**src/rtl/twiddle_mult_stage.sv**
```systemverilog
// Twiddle multiply stage for a radix-2 FFT butterfly path.
// The lower branch is multiplied by W32^k (9-bit signed, 7 fractional bits),
// rounded half up and saturated back to DW bits. The upper branch rides
// alongside unmodified so both lanes leave the stage on the same cycle.
// The twiddle index k comes from a 4-bit frame counter that drives an
// external combinational ROM.
//
// Handshake: valid-only streaming with no ready/backpressure. A sample is
// taken on every rising edge where in_valid is high; in_sof is meaningful
// only together with in_valid. Each accepted sample appears on the outputs
// exactly 3 cycles later with out_valid high, and output data holds its
// last value whenever out_valid is low.
module twiddle_mult_stage #(
  parameter int DW = 16
) (
  input  logic                 clk,
  input  logic                 rst,
  input  logic                 in_valid,
  input  logic                 in_sof,
  input  logic signed [DW-1:0] in_up_r,
  input  logic signed [DW-1:0] in_up_i,
  input  logic signed [DW-1:0] in_lo_r,
  input  logic signed [DW-1:0] in_lo_i,
  output logic [3:0]           rom_addr,
  input  logic signed [8:0]    w_r,
  input  logic signed [8:0]    w_i,
  output logic                 out_valid,
  output logic signed [DW-1:0] out_up_r,
  output logic signed [DW-1:0] out_up_i,
  output logic signed [DW-1:0] out_lo_r,
  output logic signed [DW-1:0] out_lo_i
);

  // Product, sum and post-shift widths.
  localparam int PW = DW + 9;
  localparam int SW = DW + 10;
  localparam int RW = SW - 7;

  localparam logic signed [SW-1:0] HALF    = SW'(64);
  localparam logic signed [RW-1:0] SAT_MAX = {4'b0000, {(DW-1){1'b1}}};
  localparam logic signed [RW-1:0] SAT_MIN = {4'b1111, {(DW-1){1'b0}}};

  // Twiddle index within the current 16-sample frame.
  logic [3:0] cnt;

  // Stage 1 registers.
  logic                 s1_valid;
  logic signed [DW-1:0] s1_up_r, s1_up_i, s1_lo_r, s1_lo_i;
  logic signed [8:0]    s1_w_r, s1_w_i;

  // Stage 2 registers.
  logic                 s2_valid;
  logic signed [DW-1:0] s2_up_r, s2_up_i;
  logic signed [PW-1:0] s2_rr, s2_ii, s2_ri, s2_ir;

  // Stage 3 combinational datapath.
  logic signed [SW-1:0] sum_r, sum_i;
  logic signed [RW-1:0] rnd_r, rnd_i;

  // Clamp a rounded result into the DW-bit signed range.
  function automatic logic signed [DW-1:0] sat(input logic signed [RW-1:0] v);
    if (v > SAT_MAX)      return SAT_MAX[DW-1:0];
    else if (v < SAT_MIN) return SAT_MIN[DW-1:0];
    else                  return v[DW-1:0];
  endfunction

  // A start-of-frame sample must see k = 0 in the same cycle, before the
  // counter has had a chance to restart.
  assign rom_addr = (in_valid && in_sof) ? 4'd0 : cnt;

  // Frame counter: advances only on accepted samples, wraps 15 -> 0.
  always_ff @(posedge clk or posedge rst) begin
    if (rst) begin
      cnt <= 4'd0;
    end else if (in_valid) begin
      cnt <= (in_sof ? 4'd0 : cnt) + 4'd1;
    end
  end

  // Stage 1: capture samples and the twiddle the ROM returned for them.
  always_ff @(posedge clk or posedge rst) begin
    if (rst) begin
      s1_valid <= 1'b0;
      s1_up_r  <= '0;
      s1_up_i  <= '0;
      s1_lo_r  <= '0;
      s1_lo_i  <= '0;
      s1_w_r   <= '0;
      s1_w_i   <= '0;
    end else begin
      s1_valid <= in_valid;
      if (in_valid) begin
        s1_up_r <= in_up_r;
        s1_up_i <= in_up_i;
        s1_lo_r <= in_lo_r;
        s1_lo_i <= in_lo_i;
        s1_w_r  <= w_r;
        s1_w_i  <= w_i;
      end
    end
  end

  // Stage 2: four full-precision partial products.
  always_ff @(posedge clk or posedge rst) begin
    if (rst) begin
      s2_valid <= 1'b0;
      s2_up_r  <= '0;
      s2_up_i  <= '0;
      s2_rr    <= '0;
      s2_ii    <= '0;
      s2_ri    <= '0;
      s2_ir    <= '0;
    end else begin
      s2_valid <= s1_valid;
      if (s1_valid) begin
        s2_up_r <= s1_up_r;
        s2_up_i <= s1_up_i;
        s2_rr   <= PW'(s1_lo_r) * PW'(s1_w_r);
        s2_ii   <= PW'(s1_lo_i) * PW'(s1_w_i);
        s2_ri   <= PW'(s1_lo_r) * PW'(s1_w_i);
        s2_ir   <= PW'(s1_lo_i) * PW'(s1_w_r);
      end
    end
  end

  // Complex combine with the rounding offset folded in, then an arithmetic
  // shift drops the 7 fractional twiddle bits (floor of x + 0.5).
  assign sum_r = SW'(s2_rr) - SW'(s2_ii) + HALF;
  assign sum_i = SW'(s2_ri) + SW'(s2_ir) + HALF;
  assign rnd_r = RW'(sum_r >>> 7);
  assign rnd_i = RW'(sum_i >>> 7);

  // Stage 3: saturate and register both lanes.
  always_ff @(posedge clk or posedge rst) begin
    if (rst) begin
      out_valid <= 1'b0;
      out_up_r  <= '0;
      out_up_i  <= '0;
      out_lo_r  <= '0;
      out_lo_i  <= '0;
    end else begin
      out_valid <= s2_valid;
      if (s2_valid) begin
        out_up_r <= s2_up_r;
        out_up_i <= s2_up_i;
        out_lo_r <= sat(rnd_r);
        out_lo_i <= sat(rnd_i);
      end
    end
  end

endmodule

```
**config.mk**
```make
export PLATFORM = sky130hd
export DESIGN_NAME = twiddle_mult_stage
export DESIGN_NICKNAME = d
export VERILOG_FILES = /design/src/rtl/twiddle_mult_stage.sv
export SDC_FILE = /design/constraint.sdc
export NUM_CORES = 2
export LEC_CHECK = 0
export ABC_AREA = 0
export BUFFER_PORTS_ARGS = -buffer_cell sky130_fd_sc_hd__buf_4
export CORE_MARGIN = 2
export CORE_UTILIZATION = 35
export DETAILED_ROUTE_END_ITERATION = 8
export HOLD_SLACK_MARGIN = 0.06
export PLACE_DENSITY_LB_ADDON = 0.08
export SYNTH_ARGS = -nofsm -noshare
export SYNTH_HDL_FRONTEND = slang
export SYNTH_SLANG_ARGS = --single-unit
```
**constraint.sdc**
```tcl
create_clock -name clk -period 9.33 [get_ports clk]
set_clock_uncertainty 0.1 [all_clocks]
set_input_delay 0 -clock clk [delete_from_list [all_inputs] [get_ports clk]]
set_output_delay 0 -clock clk [all_outputs]
set_load 0.05 [all_outputs]
```
==> run summary <==
CELLS AND AREA
---------------------------------------------------------------------------------
Area Growth Syn to Fin                                                      17.9%
Total area of sequential cells                                           7140 um2
Combined area of the multi-input logic cells                            22700 um2
Fraction of layout cells with a size suffix above 1                         14.9%
NumNets Final                                                                4267
Filler-free cell count of the finished design                                4623
Fill count                                                                   8896
Final core occ                                                              41.5%

YOSYS
---------------------------------------------------------------------------------
Sequential cell area fraction in the yosys report                           22.2%
Number of nets in the synthesized netlist                                    3991
Async set or reset register ratio after synthesis                            100%
Synth Area per Inst                                                      10.3 um2
Synth top area cells                                                 sky130_fd_sc_hd__fa_1 (30%), sky130_fd_sc_hd__dfrtp_1 (22%), sky130_fd_sc_hd__ha_1 (12%), sky130_fd_sc_hd__mux2_2 (7.0%), sky130_fd_sc_hd__inv_1 (5.4%)
Synthesized instance count                                                   3126
Top FF cell, synth                                                   sky130_fd_sc_hd__dfrtp_1
Count of flip-flops with a built-in enable after synthesis                      0
Share of Yosys cell area claimed by the top area cell type                  29.6%
Count of cell types in the netlist                                             67
Post-synth design cell area                                             32200 um2
Yosys warning count                                                             0
Synthesized flop and latch total                                              285
Library cell occupying the most area in the post-synthesis netlist   sky130_fd_sc_hd__fa_1

DRT
---------------------------------------------------------------------------------
Number of DRC violations after detailed-routing iteration 0                   878
Number of nets with antenna violations after detailed routing                   0
Length of the first detailed-routing pass in iterations                         5
Via-to-Cell Ratio                                                            4.90
Number of design rule violations left after detail routing                      0
Via Count                                                                   22600
WL/cell                                                                   18.9 um
Drt total wl                                                             87300 um

CLOCK NETWORK
---------------------------------------------------------------------------------
Setup repair bufs after CTS                                                     0
Buffer levels on the longest clock path                                         3
Clock transition at the registers of the reported paths                     60 ps
Total number of clock tree sinks                                              285
Source-to-sink clock delay at the later pin of the worst-skew pair         620 ps
TritonCTS clock tree                                                        built
Number of buffers created by CTS                                               42
Depth of the CTS H-tree                                                         2
Buffer type at the clock tree root                                   sky130_fd_sc_hd__clkbuf_16

TIMING
---------------------------------------------------------------------------------
Slew at the pin closest to its max-slew limit                             1330 ps
Clock period minus worst slack                                            6890 ps
Slew Limit Headroom                                                         11.0%
Fin. Hold Viols                                                                 0
Setup_tns                                                                    0 ps
Final Max Tran Viols                                                            0
Final count of negative-setup-slack endpoints                                   0
Period utilization                                                          73.9%
Max Clock Freq                                                            145 MHz
RSZ-0062 raised after global routing                                        false

FLOORPLAN
---------------------------------------------------------------------------------
Die Width                                                                  307 um
Core region area                                                        91400 um2
Height of the chip                                                         307 um
Starting density of the core                                                35.2%
Floorplan row count                                                           111
Die Area                                                                94400 um2
I/O pins                                                                      155

PLACED DESIGN
---------------------------------------------------------------------------------
Dpl hpwl                                                                 67300 um
Placed cell count                                                            4354
Number of buffers added on ports                                              154
Final weighted congestion of routability-driven global placement            0.806

GRT
---------------------------------------------------------------------------------
Initial antenna violation count                                                 2
Overflow left after global routing                                              0
Global router's overall resource usage                                      19.1%
Via count of the first global-routing pass                                  25000
First-pass GRT wire length                                              141000 um
Maximum number of pins on one net before global-route repair                  104

RUN
---------------------------------------------------------------------------------
Count of max-cap constraint violations                                          0

WORST SETUP PATH
---------------------------------------------------------------------------------
Worst stage delay on the critical path                                     850 ps
Largest fanout on the critical path                                            20
Most frequent cell on the critical path                              sky130_fd_sc_hd__fa_1
Standard cell with the maximum stage delay on the critical path      sky130_fd_sc_hd__dfrtp_1
Series of cell instances along the critical path                     buf_4 > nand2_1 > fa_1 > inv_1 > fa_1 > ha_1 > inv_1 > fa_1 > inv_1 > ha_1 > ha_1 > fa_1 > a21o_1 > a21oi_1 > o21bai_1 > a21oi_1 > o21ai_0 > a221oi_1 > a21oi_1 > and4_1 > or4_1 > nand3_1 > o21ai_0
Element type at the critical path start                                 flip-flop
Worst setup path start                                               s1_w_i[0]$_DFFE_PP0P_
Data arrival time of the critical path                                    7220 ps
Category of the worst setup path capture point                          flip-flop
Required time of the critical path                                        9660 ps
Reg2Reg Launch Point                                                 s1_w_i[0]$_DFFE_PP0P_
CP Class                                                             flip-flop to flip-flop

MIN PATH
---------------------------------------------------------------------------------
Worst hold-check path type                                           input pin to flip-flop
Worst hold path startpoint                                             in_lo_r[4]

OUTCOME
---------------------------------------------------------------------------------
Result of the run                                                    complete, no violations

[stage by stage]
step                      hold slack (ps)  instance area, um2  worst slack, ps
after global placement               85.9               34600             2590
final                                94.6               37900             2440
after detailed placement             92.9               34600             2480
after floorplan                     -68.6               32200             1370
after CTS                            67.4               37900             2450
after global routing                 89.7               37900             2040
[synth_stat cells (all sizes together), types with 16 or more instances]
cell type,n
nand2b,18
and2,257
nor3,16
mux2,201
ha,303
inv,465
nor2,98
clkbuf,141
a21oi,81
o21ai,64
xor2,30
o21bai,16
nand2,343
nand3,38
fa,476
a221o,16
dfrtp,285
a21o,32
xnor2,93
[placed cells by master, fill, tap and decap left out, drive strengths merged, types with 93 or more instances in the layout]
cell type / instances
and2: 257
buf: 197
dfrtp: 285
dlygate4sd3: 190
fa: 476
ha: 303
inv: 469
mux2: 201
nand2: 343
nor2: 98
xnor2: 93
[per-layer routing]
metal	GRT usage, %	routed length, um	vias up	part of all wire (%)
li1	-	-	10400	-
met2	34.1	44800	335	51
met5	0	0	-	0
met3	2.48	2870	103	3.3
met4	5.40	2450	0	2.8
met1	24.2	37200	11800	43
[registers in the layout, indices dropped and copies added, names as in the netlist, 25 cells and up]
signal,cells
s2_rr,25
s2_ii,25
s2_ri,25
s2_ir,25
[critical path: cells and delay by family, from the launching register on]
family,cells,cell delay [ps]
flip-flops,1,850
AO/OA/AOI/OAI,8,1710
adder cells (fa/ha/maj),7,2570
buffers and inverters,4,530
AND/OR/NAND/NOR,4,930
[logic make-up after synthesis]
group	Yosys count	share of synthesized area, %
adder cells (fa/ha/maj)	779	41.4
AO/OA/AOI/OAI	281	5.99
AND/OR/NAND/NOR	825	12.5
buffers and inverters	621	7.28
multiplexers	212	7.37
flip-flops	285	22.2
XOR/XNOR	123	3.35
[final timing paths]
kind	depth (start not counted)	to	slack, ps
setup / recovery	23	s2_ri[21]$_DFFE_PP0P_	2440
hold / removal	3	s1_lo_r[4]$_DFFE_PP0P_	90
setup reg to reg	23	s2_ri[21]$_DFFE_PP0P_	2440
hold reg to reg	1	out_lo_i[15]$_DFFE_PP0P_	380
max in group asynchronous	5	s2_ir[10]$_DFFE_PP0P_	7000
min in group asynchronous	4	s1_up_i[14]$_DFFE_PP0P_	620
[layout make-up]
class | instances | share of cell area [%]
inverters | 466 | 4.63
flip-flops and latches | 285 | 18.8
diodes | 2 | 0.0132
multi-input cells | 2220 | 59.9
repair buffers | 387 | 8.91
clock inverters | 18 | 0.676
clock buffers | 59 | 3.18
well taps | 1186 | 3.91
[what timing repair did]
item	4_1_cts	5_1_grt
hold endpoints to repair	186	0
gates resized for setup	0	0
hold buffers	190	0
setup endpoints to repair	0	0
Power is left out: the tool's default activity adds up to more than one toggle a clock period on the data nets, which glitch-free logic cannot reach.
